File: src/rtl/cpu_pkg.sv
// ============================================================================
// Module  : cpu_pkg
// Brief   : Shared widths and write-back source encoding for the CPU pipeline.
// Revision: 1.0 - initial release
// ============================================================================
`default_nettype none

package cpu_pkg;

    localparam int XLEN = 32;
    localparam int VLEN = 128;
    localparam int RA_W = 5;

    typedef enum logic {
        WB_ALU = 1'b0,
        WB_MEM = 1'b1
    } wb_src_t;

endpackage

`default_nettype wire

File: src/rtl/mem_wb_stage_if.sv
// ============================================================================
// Module  : mem_wb_stage_if
// Brief   : MEM->WB pipeline bundle: MEM-side inputs, WB outputs, perf counters.
// Revision: 1.0 - initial release
// ============================================================================
`default_nettype none

interface mem_wb_stage_if #(
    parameter int XLEN = cpu_pkg::XLEN,
    parameter int VLEN = cpu_pkg::VLEN,
    parameter int RA_W = cpu_pkg::RA_W
);

    logic            stall;
    logic            flush;
    logic            in_valid;
    logic            in_vector;
    logic            in_mem_to_reg;
    logic            in_reg_write;
    logic [RA_W-1:0] in_rd;
    logic [VLEN-1:0] in_alu_result;
    logic [VLEN-1:0] mem_readdata;

    logic            wb_valid;
    logic            wb_scalar_we;
    logic            wb_vector_we;
    logic [RA_W-1:0] wb_rd;
    logic [VLEN-1:0] wb_data;
    logic [31:0]     retired_cnt;
    logic [31:0]     stall_cnt;

    modport master (
        output stall, flush, in_valid, in_vector, in_mem_to_reg, in_reg_write,
               in_rd, in_alu_result, mem_readdata,
        input  wb_valid, wb_scalar_we, wb_vector_we, wb_rd, wb_data,
               retired_cnt, stall_cnt
    );

    modport slave (
        input  stall, flush, in_valid, in_vector, in_mem_to_reg, in_reg_write,
               in_rd, in_alu_result, mem_readdata,
        output wb_valid, wb_scalar_we, wb_vector_we, wb_rd, wb_data,
               retired_cnt, stall_cnt
    );

endinterface

`default_nettype wire

File: src/rtl/event_counter.sv
// ============================================================================
// Module  : event_counter
// Brief   : Free-running wrapping event counter with enable and async reset.
// Revision: 1.0 - initial release
// ============================================================================
`default_nettype none

module event_counter #(
    parameter int WIDTH = 32
) (
    input  wire logic             clk,
    input  wire logic             reset,
    input  wire logic             en,
    output logic      [WIDTH-1:0] count
);

    localparam logic [WIDTH-1:0] c_one = WIDTH'(1);

    logic [WIDTH-1:0] r_count;

    always_ff @(posedge clk or posedge reset) begin
        if (reset) begin
            r_count <= '0;
        end else if (en) begin
            r_count <= r_count + c_one;
        end
    end

    assign count = r_count;

endmodule

`default_nettype wire

File: src/rtl/mem_wb_stage.sv
// ============================================================================
// Module  : mem_wb_stage
// Brief   : MEM/WB pipeline register with combinational load-data bypass.
//           Define MEM_WB_PERF_CNT_EN to build the retire/stall counters.
// Revision: 1.0 - initial release
// ============================================================================
`default_nettype none

module mem_wb_stage #(
    parameter int XLEN = cpu_pkg::XLEN,
    parameter int VLEN = cpu_pkg::VLEN,
    parameter int RA_W = cpu_pkg::RA_W
) (
    input  wire logic     clk,
    input  wire logic     reset,
    mem_wb_stage_if.slave bus
);

    import cpu_pkg::*;

    logic            r_valid;
    logic            r_vector;
    wb_src_t         r_src;
    logic            r_reg_write;
    logic [RA_W-1:0] r_rd;
    logic [VLEN-1:0] r_alu_result;

    logic [VLEN-1:0] w_src_data;
    logic [VLEN-1:0] w_wb_data;

    // Flush and stall both inject a bubble; only a stall is meant to keep
    // the data fields, a flush simply leaves them untouched as well.
    always_ff @(posedge clk or posedge reset) begin
        if (reset) begin
            r_valid      <= 1'b0;
            r_vector     <= 1'b0;
            r_src        <= WB_ALU;
            r_reg_write  <= 1'b0;
            r_rd         <= '0;
            r_alu_result <= '0;
        end else if (bus.flush) begin
            r_valid      <= 1'b0;
        end else if (bus.stall) begin
            r_valid      <= 1'b0;
        end else begin
            r_valid      <= bus.in_valid;
            r_vector     <= bus.in_vector;
            r_src        <= bus.in_mem_to_reg ? WB_MEM : WB_ALU;
            r_reg_write  <= bus.in_reg_write;
            r_rd         <= bus.in_rd;
            r_alu_result <= bus.in_alu_result;
        end
    end

    // Load data arrives during the WB cycle, so it bypasses the register.
    always_comb begin
        w_src_data = (r_src == WB_MEM) ? bus.mem_readdata : r_alu_result;
        w_wb_data  = w_src_data;
        if (!r_vector) begin
            w_wb_data = {{(VLEN-XLEN){1'b0}}, w_src_data[XLEN-1:0]};
        end
    end

    assign bus.wb_valid     = r_valid;
    assign bus.wb_rd        = r_rd;
    assign bus.wb_data      = w_wb_data;
    assign bus.wb_scalar_we = r_valid & r_reg_write & ~r_vector & (r_rd != '0);
    assign bus.wb_vector_we = r_valid & r_reg_write & r_vector;

`ifdef MEM_WB_PERF_CNT_EN
    generate
        if (1'b1) begin : g_perf_cnt
            event_counter #(
                .WIDTH (32)
            ) u_retired_cnt (
                .clk   (clk),
                .reset (reset),
                .en    (r_valid),
                .count (bus.retired_cnt)
            );

            event_counter #(
                .WIDTH (32)
            ) u_stall_cnt (
                .clk   (clk),
                .reset (reset),
                .en    (bus.stall & ~bus.flush),
                .count (bus.stall_cnt)
            );
        end
    endgenerate
`else
    assign bus.retired_cnt = '0;
    assign bus.stall_cnt   = '0;
`endif

endmodule

`default_nettype wire
File: src/flat_wrapper.sv
// flat-port wrapper written by rule: the top's interface ports become plain ports
module mem_wb_stage_flat import cpu_pkg::*;
#(
    parameter int XLEN = cpu_pkg::XLEN,
    parameter int VLEN = cpu_pkg::VLEN,
    parameter int RA_W = cpu_pkg::RA_W
)
  (clk, reset, bus_stall, bus_flush, bus_in_valid, bus_in_vector, bus_in_mem_to_reg, bus_in_reg_write, bus_in_rd, bus_in_alu_result, bus_mem_readdata, bus_wb_valid, bus_wb_scalar_we, bus_wb_vector_we, bus_wb_rd, bus_wb_data, bus_retired_cnt, bus_stall_cnt);
  mem_wb_stage_if #(.XLEN(XLEN), .VLEN(VLEN), .RA_W(RA_W)) bus_i ();
  input  wire logic clk;
  input  wire logic reset;
  input wire logic [$bits(bus_i.stall)-1:0] bus_stall;
  input wire logic [$bits(bus_i.flush)-1:0] bus_flush;
  input wire logic [$bits(bus_i.in_valid)-1:0] bus_in_valid;
  input wire logic [$bits(bus_i.in_vector)-1:0] bus_in_vector;
  input wire logic [$bits(bus_i.in_mem_to_reg)-1:0] bus_in_mem_to_reg;
  input wire logic [$bits(bus_i.in_reg_write)-1:0] bus_in_reg_write;
  input wire logic [$bits(bus_i.in_rd)-1:0] bus_in_rd;
  input wire logic [$bits(bus_i.in_alu_result)-1:0] bus_in_alu_result;
  input wire logic [$bits(bus_i.mem_readdata)-1:0] bus_mem_readdata;
  output wire logic [$bits(bus_i.wb_valid)-1:0] bus_wb_valid;
  output wire logic [$bits(bus_i.wb_scalar_we)-1:0] bus_wb_scalar_we;
  output wire logic [$bits(bus_i.wb_vector_we)-1:0] bus_wb_vector_we;
  output wire logic [$bits(bus_i.wb_rd)-1:0] bus_wb_rd;
  output wire logic [$bits(bus_i.wb_data)-1:0] bus_wb_data;
  output wire logic [$bits(bus_i.retired_cnt)-1:0] bus_retired_cnt;
  output wire logic [$bits(bus_i.stall_cnt)-1:0] bus_stall_cnt;
  assign bus_i.stall = bus_stall;
  assign bus_i.flush = bus_flush;
  assign bus_i.in_valid = bus_in_valid;
  assign bus_i.in_vector = bus_in_vector;
  assign bus_i.in_mem_to_reg = bus_in_mem_to_reg;
  assign bus_i.in_reg_write = bus_in_reg_write;
  assign bus_i.in_rd = bus_in_rd;
  assign bus_i.in_alu_result = bus_in_alu_result;
  assign bus_i.mem_readdata = bus_mem_readdata;
  assign bus_wb_valid = bus_i.wb_valid;
  assign bus_wb_scalar_we = bus_i.wb_scalar_we;
  assign bus_wb_vector_we = bus_i.wb_vector_we;
  assign bus_wb_rd = bus_i.wb_rd;
  assign bus_wb_data = bus_i.wb_data;
  assign bus_retired_cnt = bus_i.retired_cnt;
  assign bus_stall_cnt = bus_i.stall_cnt;
  mem_wb_stage #(.XLEN(XLEN), .VLEN(VLEN), .RA_W(RA_W)) u_core (.clk(clk), .reset(reset), .bus(bus_i));
endmodule
File: config.mk
export PLATFORM = sky130hd
export DESIGN_NAME = mem_wb_stage_flat
export DESIGN_NICKNAME = d
export VERILOG_FILES = /design/src/rtl/cpu_pkg.sv /design/src/rtl/mem_wb_stage_if.sv /design/src/rtl/event_counter.sv /design/src/rtl/mem_wb_stage.sv /design/src/flat_wrapper.sv
export SDC_FILE = /design/constraint.sdc
export NUM_CORES = 1
export LEC_CHECK = 0
export CAP_MARGIN = 5
export CORE_AREA = 5 5 179 181
export CTS_BUF_LIST = sky130_fd_sc_hd__clkbuf_8
export DETAILED_ROUTE_END_ITERATION = 10
export DIE_AREA = 0 0 184 186
export RECOVER_POWER = 25
export SYNTH_ARGS = -nofsm -noshare
export SYNTH_HDL_FRONTEND = slang
export SYNTH_SLANG_ARGS = --single-unit
File: constraint.sdc
create_clock -name clk -period 8.65 [get_ports clk]
set_clock_uncertainty 0.05 [all_clocks]
set_input_delay 0.865 -clock clk [delete_from_list [all_inputs] [get_ports clk]]
set_output_delay 0.865 -clock clk [all_outputs]
set_load 0.05 [all_outputs]
==> results.toml <==
[sta]
finalCritPeriodShare_pct = 59.1
worstMarginPinSlew_ns = 4.74
layout_min_cycle_time_ns = 5.11
setup_ws_ns = 3.54
finalSetupTns_ns = 0
timing_hold_violations_final = 0
finalMaxSlewViolations = 209
fmax_mhz = 196
rsz0062_at_grt = "false"
setup_violations = 0
slew_headroom_pct = -216

[placement]
place_hpwl_um = 19200
place_ws_ns = 4.94
dpl_cell_area_mm2 = 0.0124
port_buffers = 404
gp_congestion = 0.751

[final_layout]
drive_above_1_share_pct = 16.8
nFillCells = 2953
design_area_mm2 = 0.0126
final_nets = 1266
area_growth_pct = 48.2

[clock_tree]
clock_latency_ns = 0.43
cts_tree = "yes"
clk_pin_slew_ns = 0.10
postCtsSetupBuffers = 0
clock-root-buffer = "clkbuf_8"
clkSinkCount = 137
cts.repair.resized = 0
max-clock-path-buffers = 2
cts_made_buffers = 17
ctsHoldBuffers = 0
htree_levels = 4

[global_routing]
grt_overflow = 0
grt_start_max_net_pins = 138
grt_pass1_wl_um = 37700
groute.usage.overall_pct = 14.2
grt_pass1_vias = 6296
antenna_found_initial = 2

[routing]
via_count = 5804
routed_via_density = 4.13
firstDrtPassIters = 4
routed_wl_um = 25800
drt_iter0_drc = 173
routedWlPerCell_um = 18.3
drtAntennaViolNets = 0
drt_drc_violations_left = 0

[synth]
synth_area_mm2 = 0.00851
yosys-mux-area-fraction_pct = 40.6
ys_seq_elements = 137
synth_fa_ha_area_share_pct = 0
ys_types = 20
synth-compound-area-share_pct = 0.0882
yosysTopAreaCell = "dfrtp_1"
synth_area_per_cell_um2 = 13.9
synth_top_family_by_area = "multiplexers"
yosys_warnings = 0
synth-seq-area-share_pct = 40.3
netlist_instances = 611
synth_xor_area_share_pct = 0
yosysTopAreaCellShare_pct = 40.3
synth-simple-area-share_pct = 7.48
synth.top_cells.by_area = "dfrtp_1 (40%), mux2_4 (28%), mux2i_1 (11%), nor2b_1 (7.1%), buf_4 (5.8%)"

[critical_path]
path_buf_inv = 2
worstPathRequired_ns = 8.96
worstPathMaxFanout = 137
path_cells = "clkdlybuf4s50_1, nor2_4, clkbuf_2, mux2_4"
critical-path-top-delay-family = "buffers and inverters"
path_class = "in2reg"
start_kind = "primary input"
crit_arrival_ns = 5.43
cp-end-kind = "register"
worst_path_max_delay_cell = "clkbuf_2"
cpPeakStageDelay_ns = 3.25

[power_and_ir_drop]
power.leakage_nw = 5.51
ir_drop_mv = 0.0932
p_total_mw = 2.51
power_density_mw_per_mm2 = 199

[floorplanning]
die_area_mm2 = 0.0342
ioPinCount = 469
start_util_pct = 28.1
core_area_mm2 = 0.0303
die_h_um = 186
rows = 64
fp.dieW_um = 184

[hold_path]
hold_class = "reg2reg"

[run]
max-cap-violations = 2

[status]
violations = "max-capacitance violations, max-slew violations"
outcome = "finished, violations left"
## worst paths after layout
| kind | startpoint | endpoint | slack [ns] | cells past startpoint |
|---|---|---|---|---|
| worst max-delay path | bus_flush | u_core.r_alu_result[92] | 3.54 | 4 |
| worst min-delay path | u_core.r_alu_result[45] | u_core.r_alu_result[45] | 0.45 | 1 |
| worst max register to register | u_core.r_vector | u_core.r_vector | 7.39 | 1 |
| worst min register to register | u_core.r_alu_result[45] | u_core.r_alu_result[45] | 0.45 | 1 |
| max in group asynchronous | reset | u_core.r_alu_result[126] | 4.65 | 3 |
| min in group asynchronous | reset | u_core.r_alu_result[62] | 1.77 | 2 |
## metrics by stage
stage / util, % / hold slack [ns] / std cells
floorplan: - / 0.407 / 674
detailed placement: 40.9 / 0.429 / 1374
global route: 41.7 / 0.468 / 1407
CTS: 42.1 / 0.452 / 1406
global placement: 40.9 / 0.418 / 1374
finish: 41.7 / 0.449 / 1407
## cell families after synthesis
family / after synthesis
mux: 264
flops: 137
buf+inv: 106
simple gates: 102
compound gates: 1
other cells: 1
## layer usage
| metal | global-route usage, % | vias up | wire [um] |
|---|---|---|---|
| li1 | - | 2733 | - |
| met1 | 17.1 | 2783 | 10200 |
| met2 | 23.8 | 259 | 12700 |
| met3 | 5.80 | 27 | 2410 |
| met4 | 3.67 | 2 | 456 |
| met5 | 0 | - | 13 |
## flip-flops by register name, summed over array words and instances (netlist names)
name	cells
u_core.bus.wb_valid	1
u_core.r_vector	1
u_core.r_alu_result	128
u_core.bus.wb_rd	5
u_core.r_reg_write	1
u_core.r_src	1
## layout make-up
cell class	count	area (um2)	area share, %
Inverter	1	5.00	0.0397
Antenna cell	1	2.50	0.0198
Tap cell	396	495	3.93
Multi-Input combinational cell	431	4220	33.5
Clock inverter	15	149	1.18
Timing Repair Buffer	409	4080	32.3
Clock buffer	17	234	1.85
Sequential cell	137	3430	27.2
## report_power, final
part / total, mW / internal (mW) / leakage [nW] / switching (mW)
registers: 0.810 / 0.735 / 1.61 / 0.0748
clock network: 0.531 / 0.217 / 0.196 / 0.314
logic: 1.17 / 0.526 / 3.70 / 0.644
total: 2.51 / 1.48 / 5.51 / 1.03
## cell usage in the layout (no fill, tap or decap)
cell type | netlist | routed
clkdlybuf4s50_1 | 0 | 403
dfrtp_1 | 137 | 135
mux2_4 | 161 | 129
mux2i_1 | 96 | 96
nor2b_1 | 96 | 96
conb_1 | 1 | 64
mux2_1 | 7 | 39
clkbuf_8 | 0 | 17
inv_8 | 0 | 6
inv_6 | 0 | 5
buf_4 | 66 | 4
diode_2 | 0 | 1
nor2_4 | 1 | 1
nor2_1 | 1 | 1
nor3_1 | 1 | 1
nand2_1 | 1 | 1
a211oi_1 | 1 | 1
and3_1 | 1 | 1
and2_1 | 1 | 1
clkinvlp_2 | 0 | 1
clkinv_8 | 0 | 1
clkinv_4 | 0 | 1
clkinvlp_4 | 0 | 1
clkinv_2 | 0 | 1
dlygate4sd3_1 | 0 | 1
clkbuf_2 | 0 | 1
dfrtp_4 | 0 | 1
dfrtp_2 | 0 | 1
## synthesized netlist by cell type
cell and number:
mux2_4 161, dfrtp_1 137, mux2i_1 96, nor2b_1 96
buf_4 66, buf_6 14, buf_12 12, clkbuf_1 9
mux2_1 7, buf_8 3, a211oi_1 1, and2_1 1
and3_1 1, buf_2 1, conb_1 1, inv_1 1
nand2_1 1, nor2_1 1, nor2_4 1, nor3_1 1
Power figures use the tool's default switching activity.
